### src/rtl/mult_pair_driver.sv
// Initiator for two multiplier copies: sweeps every operand pair, compares the copies' start-to-done latencies and checks products.
// Optional build macro MULT_DRV_STOP_ON_LEAK_EN ends the sweep at the first latency mismatch.
module mult_pair_driver #(
    parameter int WIDTH      = 4,
    parameter int MAX_CYCLES = 64,
    parameter int CNT_W      = 8
) (
    input  logic                 clk,
    input  logic                 rst,
    input  logic                 run,
    output logic                 start,
    output logic [WIDTH-1:0]     multiplierOne,
    output logic [WIDTH-1:0]     multiplicandOne,
    output logic [WIDTH-1:0]     multiplierTwo,
    output logic [WIDTH-1:0]     multiplicandTwo,
    input  logic [2*WIDTH-1:0]   productOne,
    input  logic [2*WIDTH-1:0]   productTwo,
    input  logic                 productDoneOne,
    input  logic                 productDoneTwo,
    output logic                 sweep_done,
    output logic                 leak_seen,
    output logic                 err_seen,
    output logic                 timeout_seen,
    output logic [CNT_W-1:0]     leak_count,
    output logic [2*WIDTH-1:0]   first_leak_idx
);

    localparam int IDX_W = 2 * WIDTH;
    localparam logic [IDX_W-1:0] IDX_LAST = '1;
    localparam logic [CNT_W-1:0] CNT_SAT  = '1;
    localparam logic [CNT_W-1:0] CYC_LIM  = CNT_W'(MAX_CYCLES);

`ifdef MULT_DRV_STOP_ON_LEAK_EN
    localparam bit STOP_ON_LEAK = 1'b1;
`else
    localparam bit STOP_ON_LEAK = 1'b0;
`endif

    typedef enum logic [2:0] {
        IDLE,
        ISSUE,
        WAIT,
        CHECK,
        DONE
    } state_t;

    state_t             state;
    logic [IDX_W-1:0]   idx;
    logic [CNT_W-1:0]   cnt;
    logic [CNT_W-1:0]   lat_one;
    logic [CNT_W-1:0]   lat_two;
    logic               cap_one;
    logic               cap_two;
    logic [IDX_W-1:0]   prod_one;
    logic [IDX_W-1:0]   prod_two;

    function automatic logic [CNT_W-1:0] sat_inc(input logic [CNT_W-1:0] v);
        return (v == CNT_SAT) ? v : v + 1'b1;
    endfunction

    function automatic logic [IDX_W-1:0] umul(input logic [WIDTH-1:0] a,
                                              input logic [WIDTH-1:0] b);
        return IDX_W'(a) * IDX_W'(b);
    endfunction

    logic               got_one;
    logic               got_two;
    logic               timed_out;
    logic               leak;
    logic               err_one;
    logic               err_two;
    logic               last_pair;
    logic [IDX_W-1:0]   idx_next;

    // A copy counts as done once captured; done seen this cycle also counts.
    assign got_one   = cap_one | productDoneOne;
    assign got_two   = cap_two | productDoneTwo;
    assign timed_out = (cnt == CYC_LIM);
    assign leak      = (lat_one != lat_two);
    assign err_one   = cap_one && (prod_one != umul(multiplierOne, multiplicandOne));
    assign err_two   = cap_two && (prod_two != umul(multiplierTwo, multiplicandTwo));
    assign last_pair = (idx == IDX_LAST);
    assign idx_next  = idx + 1'b1;

    always_ff @(posedge clk) begin
        if (rst) begin
            state           <= IDLE;
            idx             <= '0;
            cnt             <= '0;
            lat_one         <= '0;
            lat_two         <= '0;
            cap_one         <= 1'b0;
            cap_two         <= 1'b0;
            prod_one        <= '0;
            prod_two        <= '0;
            start           <= 1'b0;
            multiplierOne   <= '0;
            multiplicandOne <= '0;
            multiplierTwo   <= '0;
            multiplicandTwo <= '0;
            sweep_done      <= 1'b0;
            leak_seen       <= 1'b0;
            err_seen        <= 1'b0;
            timeout_seen    <= 1'b0;
            leak_count      <= '0;
            first_leak_idx  <= '0;
        end else begin
            start <= 1'b0;
            case (state)
                IDLE: begin
                    if (run) begin
                        idx             <= '0;
                        leak_seen       <= 1'b0;
                        err_seen        <= 1'b0;
                        timeout_seen    <= 1'b0;
                        leak_count      <= '0;
                        first_leak_idx  <= '0;
                        multiplierOne   <= '0;
                        multiplicandOne <= '0;
                        multiplierTwo   <= '1;
                        multiplicandTwo <= '1;
                        start           <= 1'b1;
                        cnt             <= '0;
                        cap_one         <= 1'b0;
                        cap_two         <= 1'b0;
                        state           <= ISSUE;
                    end
                end

                // cnt counts cycles since the start pulse, so the first WAIT cycle reads 1.
                ISSUE: begin
                    cnt   <= cnt + 1'b1;
                    state <= WAIT;
                end

                WAIT: begin
                    cnt <= cnt + 1'b1;
                    if (productDoneOne && !cap_one) begin
                        cap_one  <= 1'b1;
                        lat_one  <= cnt;
                        prod_one <= productOne;
                    end
                    if (productDoneTwo && !cap_two) begin
                        cap_two  <= 1'b1;
                        lat_two  <= cnt;
                        prod_two <= productTwo;
                    end
                    if (got_one && got_two) begin
                        state <= CHECK;
                    end else if (timed_out) begin
                        timeout_seen <= 1'b1;
                        if (!got_one) lat_one <= CYC_LIM;
                        if (!got_two) lat_two <= CYC_LIM;
                        state <= CHECK;
                    end
                end

                CHECK: begin
                    if (leak) begin
                        leak_seen  <= 1'b1;
                        leak_count <= sat_inc(leak_count);
                        if (!leak_seen) first_leak_idx <= idx;
                    end
                    if (err_one || err_two) err_seen <= 1'b1;

                    if (last_pair || (STOP_ON_LEAK && leak)) begin
                        sweep_done <= 1'b1;
                        state      <= DONE;
                    end else begin
                        idx             <= idx_next;
                        multiplierOne   <= idx_next[IDX_W-1:WIDTH];
                        multiplicandOne <= idx_next[WIDTH-1:0];
                        multiplierTwo   <= ~idx_next[IDX_W-1:WIDTH];
                        multiplicandTwo <= ~idx_next[WIDTH-1:0];
                        start           <= 1'b1;
                        cnt             <= '0;
                        cap_one         <= 1'b0;
                        cap_two         <= 1'b0;
                        state           <= ISSUE;
                    end
                end

                DONE: begin
                    if (!run) begin
                        sweep_done <= 1'b0;
                        state      <= IDLE;
                    end
                end

                default: state <= IDLE;
            endcase
        end
    end

endmodule

### config.mk
export PLATFORM = sky130hd
export DESIGN_NAME = mult_pair_driver
export DESIGN_NICKNAME = d
export VERILOG_FILES = /design/src/rtl/mult_pair_driver.sv
export SDC_FILE = /design/constraint.sdc
export NUM_CORES = 1
export LEC_CHECK = 0
export BUFFER_PORTS_ARGS = -buffer_cell sky130_fd_sc_hd__clkbuf_2
export CAP_MARGIN = 5
export CORE_ASPECT_RATIO = 0.9
export CORE_MARGIN = 2
export CORE_UTILIZATION = 45
export CTS_CLUSTER_DIAMETER = 100
export DETAILED_ROUTE_END_ITERATION = 10
export PLACE_DENSITY_LB_ADDON = 0.3
export SETUP_SLACK_MARGIN = 0.4
export SYNTH_ARGS = -nofsm -noshare
export SYNTH_HDL_FRONTEND = slang
export SYNTH_SLANG_ARGS = --single-unit
### constraint.sdc
create_clock -name clk -period 3.2 [get_ports clk]
set_input_delay 0.16 -clock clk [delete_from_list [all_inputs] [get_ports clk]]
set_output_delay 0.16 -clock clk [all_outputs]
set_load 0.01 [all_outputs]
== Word level (Yosys, flattened, before mapping) ==
Index checks and enable logic that the tools add are counted.

* Add/subtract/negate cells: 3
* Multiply operators: 2
* Equal/unequal tests: 23
* Muxes and demuxes: 54
* Bitwise gates (word level): 4
* Reductions and logical operators: 28

{| class="wikitable"
|+ Operator list
! operator !! count
|-
| 2-to-1 mux 8 bit || 15
|-
| one-hot mux 8 bit (2 select lines) || 3
|-
| one-hot mux 4 bit (2 select lines) || 4
|-
| adder 8 x 1 -> 8 bit (second input constant) || 3
|-
| 2-to-1 mux 4 bit || 6
|-
| != test 2 bit (second input constant) || 12
|-
| != test 8 bit || 3
|-
| one-hot mux 8 bit (3 select lines) || 1
|-
| AND reduction 4 bit || 5
|-
| AND reduction 3 bit || 6
|-
| equality test 8 bit (second input constant) || 2
|-
| multiplier 4 x 4 -> 8 bit || 2
|-
| 2-to-1 mux 3 bit || 5
|-
| one-hot mux 3 bit (5 select lines) || 1
|-
| 2-to-1 mux 1 bit || 12
|-
| one-hot mux 1 bit (2 select lines) || 5
|-
| equality test 8 x 7 -> 1 bit (second input constant) || 1
|-
| inverter 4 bit || 2
|-
| equality test 3 x 2 -> 1 bit (second input constant) || 2
|-
| one-hot mux 1 bit (3 select lines) || 2
|-
| nonzero test 2 bit || 3
|-
| nonzero test 3 bit || 2
|-
| logical AND 1 bit || 5
|-
| AND reduction 2 bit || 2
|-
| other kinds (8) || 10
|}

* Register bits: 90
* Output and inout port bits: 37
* Word-level logic and storage cells: 134

== Longest topological paths before layout ==
* Word-level depth: 6
* Depth in mapped cells: 13
* Gate-level depth less buffers: 12

== Worst setup path after synthesis ==
Ideal clock, no wire load.

* Kind: register to register
* From: register multiplierOne[1]
* To: register err_seen
* Arrival: 3318 ps
* Data required time: 3069 ps
* Path slack: -249 ps
* Stages on the path, launching flop included: 13
* Path buffers: 1
* Cells stage by stage: dfxtp_1 > buf_1 > nand2_1 > fa_1 > fa_1 > inv_1 > ha_1 > nand3_1 > a21boi_0 > o21a_1 > or3_1 > a2111oi_0 > o32ai_1

* Word-level cells in the longest chain between the ends: 6

{| class="wikitable"
|+ RTL lines
! element !! RTL line !! RTL
|-
| start: declaration || 12 || <nowiki>output logic [WIDTH-1:0] multiplierOne,</nowiki>
|-
| start signal: assignment || 171 || <nowiki>multiplierOne <= idx_next[IDX_W-1:WIDTH];</nowiki>
|-
| multiplier 4 x 4 -> 8 bit || 63 || <nowiki>return IDX_W'(a) * IDX_W'(b);</nowiki>
|-
| != test 8 bit || 80 || <nowiki>assign err_one = cap_one && (prod_one != umul(multiplierOne, multiplicandOne));</nowiki>
|-
| logical AND 1 bit || 80 ||
|-
| logical OR 1 bit || 164 || <nowiki>if (err_one || err_two) err_seen <= 1'b1;</nowiki>
|-
| != test 2 bit (no line) || n/a ||
|-
| AND reduction 3 bit (no line) || n/a ||
|-
| end signal: assignment || 103 || <nowiki>err_seen <= 1'b0;</nowiki>
|-
| end signal: assignment || 114 || <nowiki>err_seen <= 1'b0;</nowiki>
|-
| end signal: assignment || 164 ||
|-
| end: declaration || 22 || <nowiki>output logic err_seen,</nowiki>
|}

No other way between the ends.
A chain may end at the register's enable or synchronous reset.

== Worst setup path in the final report ==
* From: register multiplicandOne[2]
* To: register err_seen

* Word-level cells in the longest chain between the ends: 6

{| class="wikitable"
|+ RTL lines
! element !! RTL line !! RTL
|-
| start: declaration || 13 || <nowiki>output logic [WIDTH-1:0] multiplicandOne,</nowiki>
|-
| start signal: assignment || 172 || <nowiki>multiplicandOne <= idx_next[WIDTH-1:0];</nowiki>
|-
| multiplier 4 x 4 -> 8 bit || 63 ||
|-
| != test 8 bit || 80 ||
|-
| logical AND 1 bit || 80 ||
|-
| logical OR 1 bit || 164 ||
|-
| != test 2 bit (no line) || n/a ||
|-
| AND reduction 3 bit (no line) || n/a ||
|}

No other way between the ends.

==> impl_metrics.json <==
{
  "drc": 0,
  "fin_worst_hold_slack_ns": 0.02143,
  "worstPathCellList": "nand2_2 > fa_1 > fa_1 > inv_1 > ha_1 > nand3_1 > a21boi_0 > o21a_1 > or3_1 > a2111oi_4 > o32ai_1",
  "clock_tree_from_tritoncts": "yes",
  "preCtsSetupSlack_ns": -0.01338,
  "area_growth_from_synthesis_to_final_layout_pct": 16.62,
  "clockRootBuffer": "clkbuf_8",
  "grt_pass1_vias": 3606,
  "yosys_warnings": 0,
  "routed_via_density": 5.272,
  "post_synth_main_area_contributors": "dfxtp_1 (37%), nand2_1 (8.0%), ha_1 (7.8%)",
  "ff2ff_setup_slack_ns": 0.07,
  "worst_hold_path.endpoint": "prod_one[2]",
  "nFillCells": 937,
  "final_hold_viol_count": 0,
  "post_synth_most_frequent_cells": "nand2_1 (95), dfxtp_1 (82), nor2_1 (52)",
  "yosysTopAreaCellShare": 0.3664,
  "max-clock-path-buffers": 2,
  "required_ns": 3.43,
  "fp-row-count": 34,
  "clk_latency_ns": 0.35,
  "coreArea_um2": 9699,
  "cp_data_arrival_time_ns": 3.36,
  "r2r_start": "multiplicandOne[2]",
  "total_nets_after_synthesis": 592,
  "max_cap_violations": 0,
  "worstMarginPinSlew_ns": 0.8534,
  "synth_xor_xnor_area_share": 0.09187,
  "critPathCaptureType": "flip-flop",
  "timing.clock.skew_ns": 0.009909,
  "fmax_mhz": 319.3,
  "initial_antenna_violation_count": 0,
  "io_count": 58,
  "globalRouteTotalUtil": 0.2075,
  "finalCriticalPeriod_ns": 3.132,
  "globalplace.congestion": 0.9079,
  "die-width_um": 109.2,
  "cpMostUsedCell": "fa_1",
  "setup_violations": 0,
  "port-buffer-count": 57,
  "seq_area_frac_synth": 0.3664,
  "floorplan.die_area_um2": 10770,
  "critPathMaxStageDelay_ns": 0.59,
  "r2r_end": "err_seen",
  "stdcell_count": 729,
  "synth_adder_area_share": 0.1139,
  "synth_most_common_cell": "nand2_1",
  "synth_enable_flop_cells": 0,
  "clk_pin_slew_worst_paths_ns": 0.08,
  "worst_path_dominant_cell_family": "adder cells",
  "grt_first_pass_wirelength_mm": 17.65,
  "totalNegativeSetupSlack_ns": 0,
  "cts_hold_buffers": 0,
  "worst_slack_ns": 0.06798,
  "synth_seq_cells": 82,
  "outcome": "completed",
  "postSynth.topFlopCell": "dfxtp_1",
  "cellLeakagePower_nw": 2.221,
  "peakVddDrop_mv": 0.2254,
  "slew-limit-headroom": 0.4311,
  "dp.final_hpwl_mm": 7.964,
  "grt_overflow_total": 0,
  "hold_path.class": "in2reg",
  "synth_cells": 535,
  "timing_max_transition_violations_final": 0,
  "timing.reg2reg.worst_path_depth": 11,
  "asyncSetResetFlopFracSynth": 0,
  "synth_top_family_by_area": "simple AND/OR/NAND/NOR gates",
  "critPathSlowestCell": "fa_1",
  "initial_core_utilization": 0.4619,
  "cell_taking_the_most_area_after_synthesis": "dfxtp_1",
  "number_of_nets_at_the_end_of_the_flow": 656,
  "grt_max_degree": 40,
  "cts-buffers-inserted": 9,
  "drt_first_pass_iters": 5,
  "antenna_violating_nets_post_route": 0,
  "route.final.wire_length_mm": 10.64,
  "timing.critical_path.from_type": "flip-flop",
  "min_from": "productOne[2]",
  "worstSetupPathType": "reg2reg",
  "syn_area_um2": 4481,
  "syn_avg_cell_area_um2": 8.375,
  "worst-path-buf-inv": 1,
  "num_antenna_cells": 0,
  "fraction_of_final_layout_cells_sized_beyond_drive_strength_1": 0.1973,
  "yosys.area_share.simple": 0.2240,
  "path_max_fanout": 4,
  "placed_instance_count": 710,
  "route.vias.total": 3843,
  "power_density_nw_per_um2": 476.9,
  "synth-compound-area-share": 0.1558,
  "cts-htree-levels": 3,
  "min_path_cells": 3,
  "synth.lib_cells_used.distinct": 54,
  "detail_route.iter0.violations": 247,
  "grt_setup_unrepaired": "yes",
  "route.detailed.wl_per_inst_um": 14.60,
  "clock_sink_count": 82,
  "chipHeight_um": 98.67,
  "timing.final.crit_share": 0.9788,
  "muxShareOfSynthArea": 0.002234
}
-- worst reg2reg max path, delay by kind of cell (launching register included) --
kind | cells | cell delay [ns]
adders and majority gates | 3 | 1.39
AOI/OAI and AO/OA | 4 | 0.71
and+or+nand+nor | 3 | 0.50
DFF | 1 | 0.36
buffers and inverters | 1 | 0.05
-- worst max-delay path by stage --
stage | startpoint | slack, ns | cells past startpoint | endpoint
floorplan | multiplierOne[2] | 0.09 | 12 | err_seen
global placement | multiplierTwo[0] | 0.06 | 9 | err_seen
detailed placement | multiplierTwo[0] | -0.01 | 9 | err_seen
CTS | multiplierOne[2] | 0.06 | 11 | err_seen
global route | multiplierOne[2] | -0.1 | 10 | err_seen
finish | multiplicandOne[2] | 0.07 | 11 | err_seen
-- cells in the final DEF, fill, tap and decap left out, types with 3 or more instances in the layout --
cell and n:
a211oi_1 7, a21o_1 3, a21oi_1 46, a22o_1 7
a311oi_1 5, and2_1 19, and3_1 4, buf_4 21
clkbuf_2 57, clkbuf_8 10, dfxtp_1 76, dfxtp_2 6
fa_1 8, ha_1 28, inv_1 22, nand2_1 93
nand2b_1 3, nand3_1 15, nand4_1 8, nor2_1 52
nor3_1 7, o21a_1 3, o21ai_0 6, o21bai_1 3
o22ai_1 3, xnor2_1 29, xor2_1 18
-- layer usage --
metal	vias to the layer above	track usage	wire [um]
li1	1944	-	-
met1	1775	0.2960	5044
met2	112	0.3206	4878
met3	12	0.04762	606
met4	0	0.04674	115
met5	-	0	0
-- metrics by stage --
| stage | power (mW) | area (um2) | util |
|---|---|---|---|
| 6_report | 2.492 | 5225 | 0.5387 |
| 3_3_place_gp | 1.662 | 4941 | 0.5094 |
| 2_1_floorplan | 1.524 | 4528 | - |
| 5_1_grt | 2.641 | 5225 | 0.5387 |
| 4_1_cts | 2.516 | 5185 | 0.5346 |
| 3_5_place_dp | 1.679 | 4941 | 0.5094 |
-- cell type report --
type / instances / area (um2) / share of cell area
Multi-Input combinational cell: 406 / 2676 / 0.5122
Sequential cell: 82 / 1649 / 0.3156
Timing Repair Buffer: 78 / 442.9 / 0.08477
Tap cell: 126 / 157.7 / 0.03017
Clock buffer: 10 / 137.6 / 0.02634
Inverter: 22 / 82.58 / 0.01580
Clock inverter: 5 / 78.83 / 0.01509
-- kinds of logic after synthesis --
family,count (synthesis)
AO/OA/AOI/OAI,105
XOR/XNOR,47
adder cells (fa/ha/maj),36
buffers and inverters,47
flip-flops,82
multiplexers,1
AND/OR/NAND/NOR,217
-- flip-flops by register name (all words and copies together) (netlist names) --
signal           cells
cnt                  8
first_leak_idx       8
lat_one              8
lat_two              8
leak_count           8
prod_one             8
prod_two             8
multiplicandTwo      4
multiplierTwo        4
multiplicandOne      3
multiplierOne        3
state                3
idx                  2
cap_one              1
cap_two              1
err_seen             1
leak_seen            1
start                1
sweep_done           1
timeout_seen         1
-- timing repair --
action / in CTS / in global routing
setup endpoints to repair: 1 / 14
setup buffers: 0 / 4
cloned: 0 / 0
gates resized for setup: 4 / 4
pin swaps: 2 / 7
-- where the power goes --
group | leakage (nW) | internal [mW] | switching [mW]
combinational | 1.44 | 0.214 | 0.317
clock | 0.112 | 0.455 | 0.368
sequential | 0.668 | 1.07 | 0.0627
No activity file was read; power rests on OpenSTA's default activity.
